[src/rtl/seg7_scan_decoder.sv]
// Multiplexed 7-segment bus reader: recovers one BCD digit per strobe position and publishes full frames.
// Optional decimal-point capture (dp input, dp_mask output) is enabled by defining SEG7_DP_EN.
module seg7_scan_decoder #(
  parameter int NDIG       = 4,
  parameter int STABLE_CNT = 3
) (
  input  logic                clk,
  input  logic                rst_n,
  input  logic [6:0]          seg,
  input  logic [NDIG-1:0]     dig_sel,
`ifdef SEG7_DP_EN
  input  logic                dp,
  output logic [NDIG-1:0]     dp_mask,
`endif
  output logic                frame_valid,
  output logic [4*NDIG-1:0]   bcd_out,
  output logic [NDIG-1:0]     blank_mask,
  output logic [NDIG-1:0]     err_mask
);

  localparam int         SW      = 8 + NDIG;
  localparam logic [3:0] CNT_MAX = 4'(STABLE_CNT - 1);

  typedef enum logic [0:0] {COLLECT = 1'b0, PUBLISH = 1'b1} state_t;

  // Returns {blank, err, nibble} for one segment pattern.
  function automatic logic [5:0] decode_seg(input logic [6:0] p);
    logic [5:0] r;
    case (p)
      7'b1111110: r = {2'b00, 4'h0};
      7'b0110000: r = {2'b00, 4'h1};
      7'b1101101: r = {2'b00, 4'h2};
      7'b1111001: r = {2'b00, 4'h3};
      7'b0110011: r = {2'b00, 4'h4};
      7'b1011011: r = {2'b00, 4'h5};
      7'b1011111: r = {2'b00, 4'h6};
      7'b1110010: r = {2'b00, 4'h7};
      7'b1111111: r = {2'b00, 4'h8};
      7'b1111011: r = {2'b00, 4'h9};
      7'b0000000: r = {2'b10, 4'hF};
      default:    r = {2'b01, 4'hE};
    endcase
    return r;
  endfunction

  function automatic logic is_onehot(input logic [NDIG-1:0] v);
    return (v != {NDIG{1'b0}}) && ((v & (v - NDIG'(1'b1))) == {NDIG{1'b0}});
  endfunction

  logic              dp_s;
  logic [SW-1:0]     sample_s;
  logic              onehot_s;
  logic              acc_keep_s;
  logic              accept_s;
  logic [5:0]        dec_s;

  logic [SW-1:0]     prev_q, prev_d;
  logic [3:0]        cnt_q, cnt_d;
  logic              acc_q, acc_d;
  logic [NDIG-1:0]   captured_q, captured_d;
  state_t            state_q, state_d;
  logic [4*NDIG-1:0] stg_bcd_q, stg_bcd_d;
  logic [NDIG-1:0]   stg_blank_q, stg_blank_d;
  logic [NDIG-1:0]   stg_err_q, stg_err_d;
  logic              frame_valid_q, frame_valid_d;
  logic [4*NDIG-1:0] bcd_q, bcd_d;
  logic [NDIG-1:0]   blank_q, blank_d;
  logic [NDIG-1:0]   err_q, err_d;
`ifdef SEG7_DP_EN
  logic [NDIG-1:0]   stg_dp_q, stg_dp_d;
  logic [NDIG-1:0]   dp_mask_q, dp_mask_d;
  assign dp_s = dp;
`else
  assign dp_s = 1'b0;
`endif

  assign sample_s = {seg, dp_s, dig_sel};
  assign onehot_s = is_onehot(dig_sel);
  assign dec_s    = decode_seg(seg);

  // Stability tracking: accept on the STABLE_CNT-th identical one-hot sample, once per run.
  always_comb begin
    prev_d     = sample_s;
    acc_keep_s = 1'b0;
    if (!onehot_s) begin
      cnt_d = 4'd0;
    end else if (sample_s == prev_q) begin
      cnt_d      = (cnt_q < CNT_MAX) ? (cnt_q + 4'd1) : cnt_q;
      acc_keep_s = acc_q;
    end else begin
      cnt_d = 4'd0;
    end
    accept_s = onehot_s && (cnt_d == CNT_MAX) && !acc_keep_s;
    acc_d    = acc_keep_s | accept_s;
  end

  // Staging slots; a repeat acceptance of the same position overwrites it.
  always_comb begin
    stg_bcd_d   = stg_bcd_q;
    stg_blank_d = stg_blank_q;
    stg_err_d   = stg_err_q;
`ifdef SEG7_DP_EN
    stg_dp_d    = stg_dp_q;
`endif
    for (int k = 0; k < NDIG; k++) begin
      if (accept_s && dig_sel[k]) begin
        stg_bcd_d[4*k +: 4] = dec_s[3:0];
        stg_blank_d[k]      = dec_s[5];
        stg_err_d[k]        = dec_s[4];
`ifdef SEG7_DP_EN
        stg_dp_d[k]         = dp_s;
`endif
      end else begin
        stg_bcd_d[4*k +: 4] = stg_bcd_q[4*k +: 4];
      end
    end
  end

  always_comb begin
    state_d    = state_q;
    captured_d = captured_q;
    case (state_q)
      COLLECT: begin
        captured_d = captured_q | (accept_s ? dig_sel : {NDIG{1'b0}});
        if (accept_s && (captured_d == {NDIG{1'b1}})) begin
          state_d = PUBLISH;
        end else begin
          state_d = COLLECT;
        end
      end
      PUBLISH: begin
        // An acceptance in this cycle belongs to the next frame.
        captured_d = accept_s ? dig_sel : {NDIG{1'b0}};
        state_d    = COLLECT;
      end
      default: begin
        captured_d = {NDIG{1'b0}};
        state_d    = COLLECT;
      end
    endcase
  end

  always_comb begin
    frame_valid_d = (state_d == PUBLISH);
    bcd_d         = bcd_q;
    blank_d       = blank_q;
    err_d         = err_q;
`ifdef SEG7_DP_EN
    dp_mask_d     = dp_mask_q;
`endif
    if (state_d == PUBLISH) begin
      bcd_d     = stg_bcd_d;
      blank_d   = stg_blank_d;
      err_d     = stg_err_d;
`ifdef SEG7_DP_EN
      dp_mask_d = stg_dp_d;
`endif
    end else begin
      bcd_d     = bcd_q;
    end
  end

  always_ff @(posedge clk or negedge rst_n) begin
    if (!rst_n) begin
      prev_q        <= {SW{1'b0}};
      cnt_q         <= 4'd0;
      acc_q         <= 1'b0;
      captured_q    <= {NDIG{1'b0}};
      state_q       <= COLLECT;
      stg_bcd_q     <= {(4*NDIG){1'b0}};
      stg_blank_q   <= {NDIG{1'b0}};
      stg_err_q     <= {NDIG{1'b0}};
      frame_valid_q <= 1'b0;
      bcd_q         <= {(4*NDIG){1'b0}};
      blank_q       <= {NDIG{1'b0}};
      err_q         <= {NDIG{1'b0}};
`ifdef SEG7_DP_EN
      stg_dp_q      <= {NDIG{1'b0}};
      dp_mask_q     <= {NDIG{1'b0}};
`endif
    end else begin
      prev_q        <= prev_d;
      cnt_q         <= cnt_d;
      acc_q         <= acc_d;
      captured_q    <= captured_d;
      state_q       <= state_d;
      stg_bcd_q     <= stg_bcd_d;
      stg_blank_q   <= stg_blank_d;
      stg_err_q     <= stg_err_d;
      frame_valid_q <= frame_valid_d;
      bcd_q         <= bcd_d;
      blank_q       <= blank_d;
      err_q         <= err_d;
`ifdef SEG7_DP_EN
      stg_dp_q      <= stg_dp_d;
      dp_mask_q     <= dp_mask_d;
`endif
    end
  end

  assign frame_valid = frame_valid_q;
  assign bcd_out     = bcd_q;
  assign blank_mask  = blank_q;
  assign err_mask    = err_q;
`ifdef SEG7_DP_EN
  assign dp_mask     = dp_mask_q;
`endif

endmodule

[config.mk]
export PLATFORM = sky130hd
export DESIGN_NAME = seg7_scan_decoder
export DESIGN_NICKNAME = d
export VERILOG_FILES = /design/src/rtl/seg7_scan_decoder.sv
export SDC_FILE = /design/constraint.sdc
export NUM_CORES = 1
export LEC_CHECK = 0
export ABC_AREA = 1
export CAP_MARGIN = 30
export CORE_MARGIN = 1.5
export CORE_UTILIZATION = 50
export CTS_BUF_LIST = sky130_fd_sc_hd__clkbuf_16
export CTS_CLUSTER_DIAMETER = 60
export DETAILED_ROUTE_END_ITERATION = 10
export DONT_BUFFER_PORTS = 1
export GPL_TIMING_DRIVEN = 0
export PLACE_DENSITY = 0.68
export SYNTH_ARGS = -nofsm -noshare
export SYNTH_HDL_FRONTEND = slang
export SYNTH_SLANG_ARGS = --single-unit
[constraint.sdc]
create_clock -name clk -period 1.9 [get_ports clk]
set_clock_uncertainty 0.05 [all_clocks]
set_input_delay 0.285 -clock clk [delete_from_list [all_inputs] [get_ports clk]]
set_output_delay 0.285 -clock clk [all_outputs]
set_load 0.01 [all_outputs]
Word level (Yosys, flattened, before mapping)
Index checks and enable logic that the tools add are counted.
{ "word_totals": {"word_cells": 65, "reg_bits": 69} }
{ "op_classes": {"mux": 22, "magnitude_cmp": 1, "n_eq_ne": 13, "n_addsub": 2, "bitwise": 4, "reduce_logical": 12} }
{ "op_table": {"columns": ["operator", "n"], "rows": [
  ["6-bit one-hot mux with 11 select lines", 1],
  ["7-bit == test, second input constant", 8],
  ["4-bit 2-to-1 mux", 8],
  ["7-bit by 6-bit == test with 1-bit output, second input constant", 2],
  ["11-bit == test", 1],
  ["1-bit 2-to-1 mux", 11],
  ["1-bit logical AND", 8],
  ["4-bit one-hot mux with 2 select lines", 1],
  ["7-bit logical NOT", 1],
  ["4-bit by 1-bit adder with 4-bit output, second input constant", 1],
  ["4-bit bitwise AND", 1],
  ["4-bit by 2-bit == test with 1-bit output, second input constant", 1],
  ["4-bit == test, second input constant", 1],
  ["4-bit logical NOT", 1],
  ["4-bit by 2-bit less-than comparator with 1-bit output, second input constant", 1],
  ["4-bit OR", 1],
  ["4-bit nonzero test", 1],
  ["4-bit by 1-bit subtractor with 4-bit output, second input constant", 1],
  ["1-bit one-hot mux with 2 select lines", 1],
  ["1-bit logical NOT", 1],
  ["1-bit NOT", 1],
  ["1-bit OR", 1]
]} }

Logic depth before layout (Yosys ltp)
Gate-level depths: netlist of run 1.
{ "depth": {"depth_word": 14, "ltp_mapped": 15, "mapped_depth_nobuf": 15} }

Least setup slack after synthesis of run 1
Ideal clock, no wire load.
{ "synth_path": {"kind": "reg2reg", "from": "register cnt_q[0]", "to": "register bcd_q[11] (netlist: bcd_out[11])", "n_path_buf": 1, "arrival_ps": 1699, "t_required_ps": 1729, "period_less_slack_ps": 1870, "slack_ps": 30, "setup_ps": 121, "stages_incl_launch_ff": 13, "path_cell_list": "dfrtp_1 > ha_1 > nand3_1 > nand2_1 > nor2_1 > o21ai_2 > nor2_4 > nand3_2 > nand2_1 > nand2_2 > clkbuf_1 > o21bai_1 > nand2_1"} }
{ "synth_between": {"elab_chain_cells": 13, "word_cells_on_any_way": 16, "cone_classes": "add/sub: 1; order compare: 1; eq/ne: 2; mux: 7; bitwise: 1; reduce/logical: 4"} }
{ "synth_rtl": {"columns": ["element", "line", "text"], "rows": [
  ["start, declared", "58", "logic [3:0] cnt_q, cnt_d;"],
  ["start signal, assigned", "183", "cnt_q <= cnt_d;"],
  ["4-bit by 1-bit adder with 4-bit output / 4-bit by 2-bit less-than comparator with 1-bit output (equally long branches)", "88", "cnt_d = (cnt_q < CNT_MAX) ? (cnt_q + 4'd1) : cnt_q;"],
  ["4-bit 2-to-1 mux *", "88", null],
  ["4-bit 2-to-1 mux *", "87", "end else if (sample_s == prev_q) begin"],
  ["4-bit 2-to-1 mux *", "85", "if (!onehot_s) begin"],
  ["4-bit by 2-bit == test with 1-bit output *", "93", "accept_s = onehot_s && (cnt_d == CNT_MAX) && !acc_keep_s;"],
  ["1-bit logical AND * (2 in a row)", "93", null],
  ["4-bit 2-to-1 mux", "124", "captured_d = captured_q | (accept_s ? dig_sel : {NDIG{1'b0}});"],
  ["4-bit OR", "124", null],
  ["4-bit == test", "125", "if (accept_s && (captured_d == {NDIG{1'b1}})) begin"],
  ["1-bit logical AND", "125", null],
  ["1-bit 2-to-1 mux", "125", null],
  ["1-bit one-hot mux with 2 select lines", "122", "case (state_q)"],
  ["end signal, assigned", "174", "bcd_q <= {(4*NDIG){1'b0}};"],
  ["end, declared", "66", "logic [4*NDIG-1:0] bcd_q, bcd_d;"]
]} }
Every way passes the cells marked *; elsewhere a longest branch is shown, timed or not.
A chain may end at the register's enable or synchronous reset.

Worst setup path after layout of run 1
{ "layout_path": {"from": "register prev_q[7]", "to": "register bcd_q[14] (netlist: bcd_out[14])"} }
{ "layout_between": {"elab_chain_cells": 12, "word_cells_on_any_way": 17, "cone_classes": "eq/ne: 3; mux: 8; bitwise: 1; reduce/logical: 5"} }
{ "layout_rtl": {"columns": ["element", "line", "text"], "rows": [
  ["start, declared", "57", "logic [SW-1:0] prev_q, prev_d;"],
  ["start signal, assigned", "165", "prev_q <= {SW{1'b0}};"],
  ["start signal, assigned", "182", "prev_q <= prev_d;"],
  ["11-bit == test *", "87", null],
  ["4-bit 2-to-1 mux", "87", null],
  ["4-bit 2-to-1 mux", "85", null],
  ["4-bit by 2-bit == test with 1-bit output", "93", null],
  ["1-bit logical AND", "93", null],
  ["1-bit logical AND *", "93", null],
  ["4-bit 2-to-1 mux", "124", null],
  ["4-bit OR", "124", null],
  ["4-bit == test", "125", null],
  ["1-bit logical AND *", "125", null],
  ["1-bit 2-to-1 mux *", "125", null],
  ["1-bit one-hot mux with 2 select lines *", "122", null],
  ["net frame_valid_d", "65", "logic frame_valid_q, frame_valid_d;"]
]} }
The timed path passes the listed nets; every way through them passes the cells marked *.

==> out/results.txt, run 1 <==
The flow ran to the end, but the final reports show violations. The checks that failed: negative hold slack, negative setup slack. The layout cell share with drive strength beyond 1 was 0.210. The design draws 0.00327 W.

The post-synthesis to final-layout area growth is 27.9%. The run gives 9 as the number of buffers inserted during clock tree synthesis. For the DRC violation count after routing, the log shows 0.

The initial cell density of the core was 0.523. In the post-synthesis netlist, the biggest area contributors are dfrtp_1, nand2_1, inv_1. Hold repair after CTS inserted 11 buffers.

For this run, the number of standard cells in the final layout without fillers is 548. The total iterations of the first detailed-routing run is 4. Row generation in the floorplan step produced 29 rows. The largest driver fanout on the critical path was 5; the number of nets in the layout was 480.

The HPWL after detailed placement is 4.41 mm. Critical path startpoint: prev_q[7]. In this run the deepest clock path goes through 2 buffers. The share of the synthesized area in the top cell type works out to 0.517. Sorting the synthesized cells by how often they occur yields nand2_1, inv_1, dfrtp_1, o21bai_1, nor2_1. The cell count of the worst reg-to-reg path was 16; the number of flops mapped to enable cells by yosys was 0. Area of the core: 6390 um2. The relative slew slack is 0.571, and the average cell area after synthesis is 7.81 um2.

Measured along the x axis, the die boundary spans 84.7 um. For the worst-skew pair, the clock arrives at the later sink with an insertion delay of 0.34 ns. The vertical die dimension works out to 84.7 um. Most frequent cell after synthesis: nand2_1. After detailed routing, the total wire length is 7.48 mm. Counting distinct cell types in the post-synthesis netlist gives 29. The logs give -0.225 ns for the setup slack after layout and 70 for the largest net degree at the start of global routing. The post-layout minimum cycle time works out to 2.13 ns. Counting every net in the synthesized netlist gives 441. For the initial antenna violation count, the log shows 0. The total via count after detailed routing is 2733, and the total number of yosys warnings is 0.

The area enclosed by the die boundary was 7170 um2; the area of all placed cells without fillers was 4270 um2. The root buffer cell chosen for the clock tree is clkbuf_16. The layout has 510 filler cells.

End of the worst register-to-register path: bcd_out[14]. The startpoint of the most critical register-to-register path was prev_q[7]. In this run, placement finished with an instance count of 504. For the top-level I/O count, the log shows 38.

For the final cell utilization of the core, the log shows 0.668. The leakage dissipation is 2.24 nW. The sink count of the clock tree is 69. Setup repair after global routing could not meet its margin everywhere. The run gives 0 as the number of pins with negative max-slew slack in the final report. After synthesis the cells add up to 3340 um2. After detailed routing, the number of vias per cell comes to 4.99.

In this run the worst setup path terminates at bcd_out[14]. At the worst endpoint, the required time is 2.13 ns. The register bit total from synthesis is 69, and the initial DRC count is 147.

The all-layer global routing usage was 0.216. The post-synthesis cell type with the largest combined area was dfrtp_1. STA puts the critical path data arrival time at 2.35 ns.

The final setup violation count came out at 37. For the peak supply drop, the log shows 525 uV. Dividing the detail-routed wire length by the instance count gives 13.7 um. The portion of the post-synthesis area used by sequential elements is 0.517. The type of the setup path with the least slack was reg -> reg. The number of endpoints with negative hold slack in the final report was 69; the count of max-cap constraint violations was 0.

The logs give 2705 for the via count of the first global-routing pass and -0.23 ns for the reg-to-reg setup timing slack. The repair_antennas step left the layout with diodes totalling 0. For the hold slack, the log shows -0.409 ns.

Clock-pin slew was measured on the worst setup and hold paths at 0.06 ns. TritonCTS built the clock tree. Once placement finished, the instance area stood at 3430 um2.

STA classifies the critical path startpoint as a flop. The clock tree synthesis step divided the H-tree into 3 levels. The most used flip-flop cell after synthesis is dfrtp_1. The first global-routing pass estimated 12.2 mm of wire. The part of the cycle the worst path needs was 1.12; the proportion of register bits with asynchronous set or reset after synthesis was 1.00.

For the total congestion overflow, the log shows 0. The timing-limited maximum frequency was 471 MHz. The detail route stage leaves a number of antenna-violating nets equal to 0.

Type of the worst min-delay path: in -> async. At the pin with the least slew margin, the transition time is 0.642 ns. The power density relative to cell area was 767 nW/um2; the count of input and output buffers was 0.

Placer congestion estimate: 0.845. Synthesis produced 427 cells. The worst setup path is captured at a flop.
state kept, by name (all words and copies together), names as in the netlist:
name         flops
stg_err_q        4
cnt_q            4
acc_q            1
stg_blank_q      4
bcd_out         16
stg_bcd_q       16
err_mask         4
prev_q          11
captured_q       4
frame_valid      1
blank_mask       4
routing by layer:
metal  GRT usage  part of all wire  up-vias
li1            -                 -     1357
met1       0.279              0.45     1288
met2       0.344              0.48       68
met3      0.0570             0.050       20
met4      0.0938             0.023        0
met5           0                 0        -
critical path: stages (launching register included):
cell and delay (ns):
dfrtp_1 0.35, inv_1 0.05, nand2_1 0.05, nand2_1 0.05, nor2_1 0.11, nand2_1 0.12
nor2_4 0.13, nand3_4 0.10, nor2_4 0.20, nand3_4 0.14, nand2_2 0.10, nand2_4 0.08
nor2_4 0.16, buf_12 0.14, buf_8 0.12, nand2_4 0.05, nand2_2 0.06
how the worst min path moves through the flow:
stage          startpoint     endpoint  slack [ns]  depth (start not counted)
5_1_grt             rst_n     cnt_q[2]       -0.41                          0
3_5_place_dp        rst_n     cnt_q[2]       -0.06                          0
3_3_place_gp        rst_n     cnt_q[2]       -0.06                          0
4_1_cts             rst_n  err_mask[3]       -0.41                          0
6_report            rst_n     cnt_q[2]       -0.41                          0
2_1_floorplan       rst_n        acc_q       -0.06                          0
kinds of logic after synthesis:
| logic type | after synthesis | share of synthesized area |
|---|---|---|
| adder cells (fa/ha/maj) | 1 | 0.00375 |
| buffers and inverters | 104 | 0.122 |
| XOR/XNOR | 2 | 0.00525 |
| AO/OA/AOI/OAI | 48 | 0.0952 |
| flip-flops | 69 | 0.517 |
| AND/OR/NAND/NOR | 203 | 0.256 |
layout by cell type (no fill, tap or decap), types with 2 or more instances in the layout:
cell,Yosys,final
nor2_2,1,3
inv_1,91,86
nand2_2,1,20
o21ai_2,1,3
buf_8,0,4
nor2_4,3,4
dfrtp_1,69,69
a21oi_1,4,4
clkbuf_4,0,2
nand2_4,0,10
o21ai_4,0,3
nand3_4,1,3
xnor2_1,2,2
clkinvlp_4,0,3
o21ai_0,12,3
clkbuf_16,0,10
o21ai_1,4,8
nor3_1,3,3
inv_2,4,10
nor2_1,19,16
buf_4,0,11
nand3_1,14,14
dlygate4sd3_1,0,11
o21bai_1,24,24
nand4_1,4,4
buf_6,2,4
nand2_1,153,124
where the power goes:
part | switching (W) | total [W] | internal [W]
Sequential | 0.00000578 | 0.00149 | 0.00148
Clock | 0.000662 | 0.00168 | 0.00102
Combinational | 0.0000609 | 0.000105 | 0.0000441
timing repair:
item                                    in CTS  in global routing
endpoints found under the hold margin       80                 69
cloned                                       1                  2
gates resized for setup                     33                 61
buffers inserted                             7                  8
endpoints found under the setup margin      39                 52
pin swaps                                    6                  4
final cells by class:
class	instances	area, um2	share of cell area
plain buffers	8	82.6	0.0194
clock buffers	9	225	0.0528
clock inverters	7	75.1	0.0176
inverters	96	360	0.0845
multi-input cells	254	1410	0.330
flip-flops and latches	69	1730	0.405
well taps	77	96.3	0.0226
repair buffers	28	294	0.0689
stage by stage:
stage | worst slack (ns) | setup TNS, ns
4_1_cts | -0.174 | -3.47
5_1_grt | -0.425 | -14.11
6_report | -0.225 | -4.94
2_1_floorplan | 0.0297 | 0
3_3_place_gp | -0.308 | -5.89
3_5_place_dp | -0.338 | -7.02
(Power assumes the default switching activity.)
==> run 2, diff against run 1 <==
--- a/config.mk
+++ b/config.mk
@@ -12,9 +12,9 @@
 export CTS_BUF_LIST = sky130_fd_sc_hd__clkbuf_16
 export CTS_CLUSTER_DIAMETER = 60
 export DETAILED_ROUTE_END_ITERATION = 10
-export DONT_BUFFER_PORTS = 1
 export GPL_TIMING_DRIVEN = 0
-export PLACE_DENSITY = 0.68
+export PLACE_DENSITY = 0.75
+export SLEW_MARGIN = 20
 export SYNTH_ARGS = -nofsm -noshare
 export SYNTH_HDL_FRONTEND = slang
 export SYNTH_SLANG_ARGS = --single-unit
==> run 2 against run 1 <==
The run ends with negative setup slack left. Critical endpoint is now bcd_out[10]. Total power increased by 2.0%. Sequential share of layout area decreased by 2.7 points. Register-to-register slack got worse by 0.03 ns. Flip-flop and latch count unchanged.
==> out/results.txt, run 2 (same netlist as run 1, synthesis figures left out) <==
Entering global routing, the biggest net connects 40 pins. The repair_antennas step left the layout with diodes totalling 0. Across the VDD grid, the largest voltage drop is 565 uV. The path with the worst hold slack has its endpoint at prev_q[6]. In the layout the commonest cells are nand2_1, inv_1, dfrtp_1, clkdlybuf4s50_1, o21bai_1. The detailed router finished its first iteration with 209 violations.

The vertical die dimension works out to 84.7 um. The design draws 0.00334 W. The checks that failed: negative setup slack. The routed layout has 3008 vias. Initial antenna violation count: 0. Insertion delay to the later sink of the worst-skew pair: 0.34 ns.

For this run, design rule violations remaining after detail routing come to 0. The remaining antenna violation count is 0. The leading cell type in the layout, fill and taps excluded is nand2_1. Setup slack after layout: -0.252 ns. The finished layout holds 584 standard cells, fillers aside.

TritonCTS built the clock tree. For the pin with the worst max-slew slack, the measured transition is 0.677 ns. The run finished, with violations left. The post-synthesis to final-layout area growth works out to 37.2%. For the count of max-cap constraint violations, the log shows 0. Setup violations remaining at the end of the flow were counted as 42. The number of stages on the worst hold path was 1; the number of buffers inserted during clock tree synthesis was 9.

The part of the cycle the worst path needs is 1.13. The min-delay analysis places its worst path in the category in -> reg. CTS saw 69 sinks. The count of input and output buffers was 37; the power density relative to cell area was 730 nW/um2. In this run the register-to-register setup slack is -0.25 ns. Minimum setup slack after placement: -0.919 ns. The logs give 0 for the number of pins with negative max-slew slack in the final report and 0.523 for the initial cell density of the core. The multi-input combinational cells in the finished layout cover a total of 1440 um2. The layout cell share with drive strength beyond 1 came out at 0.219. End of the worst register-to-register path: bcd_out[10].

The logs give 517 for the number of nets in the layout and 1730 um2 for the storage element area. The worst setup path is launched from an input pin. Across all hold checks on the routed design, the worst slack comes to 0.130 ns. The endpoint kind of the worst setup timing path was a flop.

For this design the static power due to leakage is 2.43 nW. In this run the most critical hold path is launched from seg[1]. For the timing-limited maximum frequency, the log shows 465 MHz.

Dividing the detail-routed wire length by the instance count gives 15.0 um. The first global-routing pass estimated 12.7 mm of wire. The cell count of the worst reg-to-reg path works out to 11.

The tools report the final cell utilization of the core as 0.717. Counting the fill cells in the layout gives 478. The endpoint required time on the critical path is 2.07 ns, and the all-layer global routing usage is 0.226. Pin placement for this block handled 38 I/O pins. The largest driver fanout on the critical path works out to 10. The logs give 4.71 mm for the final HPWL from detailed placement and 542 for the number of placed instances with taps included.

The die is 84.7 um wide. The area of the core is 6390 um2, and the arrival time of the worst setup path is 2.32 ns. The clock tree root buffer cell was clkbuf_16. The worst register-to-register path begins at prev_q[10]. The number of endpoints with negative hold slack in the final report came out at 0.

The count of standard-cell rows is 29, and the post-layout minimum cycle time is 2.15 ns. The type of the setup path with the least slack is in -> reg. The tools report the via count of the first global-routing pass as 2768. For this block, the routed nets add up to 8.79 mm of wire. Clock-pin slew was measured on the worst setup and hold paths at 0.06 ns. The total iterations of the first detailed-routing run was 4; the number of vias per cell after detailed routing was 5.15. In this run the number of H-tree levels came out at 3.

The logs give 0.547 for the relative slew slack and 7170 um2 for the area enclosed by the die boundary. In this run the deepest clock path goes through 2 buffers. Total congestion overflow: 0. Setup repair after global routing could not meet its margin everywhere. Routability-driven placement finished with a final weighted congestion of 0.851.
## run 2: cell type report
class                      instances  share of cell area
buffer                             8              0.0183
timing repair buffer              64               0.127
clock inverter                     6              0.0139
sequential                        69               0.377
clock buffer                       9              0.0492
tap                               77              0.0210
inverter                          96              0.0787
multi-input combinational        255               0.315
## run 2: worst max-delay path, stage by stage
cell	delay (ns)
clkdlybuf4s15_1	0.32
inv_1	0.11
nand2_1	0.10
nand2_1	0.06
nand2_1	0.06
nand2_1	0.13
nor2_4	0.15
nand3_4	0.11
nor2_4	0.21
nand3_4	0.14
nand2_4	0.12
nand2_8	0.07
buf_6	0.15
o21bai_1	0.21
nand2_2	0.08
## run 2: worst max path at each step
stage / end / startpoint / slack (ns)
6_report: bcd_out[10] / dig_sel[0] / -0.25
5_1_grt: err_mask[0] / prev_q[0] / -0.37
4_1_cts: err_mask[1] / prev_q[6] / -0.24
3_5_place_dp: err_mask[1] / seg[1] / -0.92
3_3_place_gp: bcd_out[4] / rst_n / -1.81
2_1_floorplan: bcd_out[11] / cnt_q[0] / 0.03
## run 2: repair_timing
action,CTS,global route
resized for setup,34,75
pin swaps,4,11
setup endpoints to repair,53,57
setup buffers,12,16
hold buffers,1,0
hold endpoints to repair,30,0
cloned,0,3
## run 2: power by group
group,internal (W),switching [W]
clock network,0.00101,0.000667
logic,0.0000569,0.000121
registers,0.00148,0.00000588
total,0.00255,0.000794
## run 2: layer usage
| layer | part of all wire | GRT usage |
|---|---|---|
| met4 | 0.028 | 0.109 |
| met5 | 0 | 0 |
| met3 | 0.039 | 0.0393 |
| met1 | 0.41 | 0.283 |
| met2 | 0.52 | 0.382 |
## run 2: stage by stage
step,cell area (um2),TNS [ns]
floorplan,3340,0
global placement,3800,-160.32
detailed placement,3820,-36.88
CTS,4260,-6.21
global route,4580,-11.77
finish,4580,-6.25
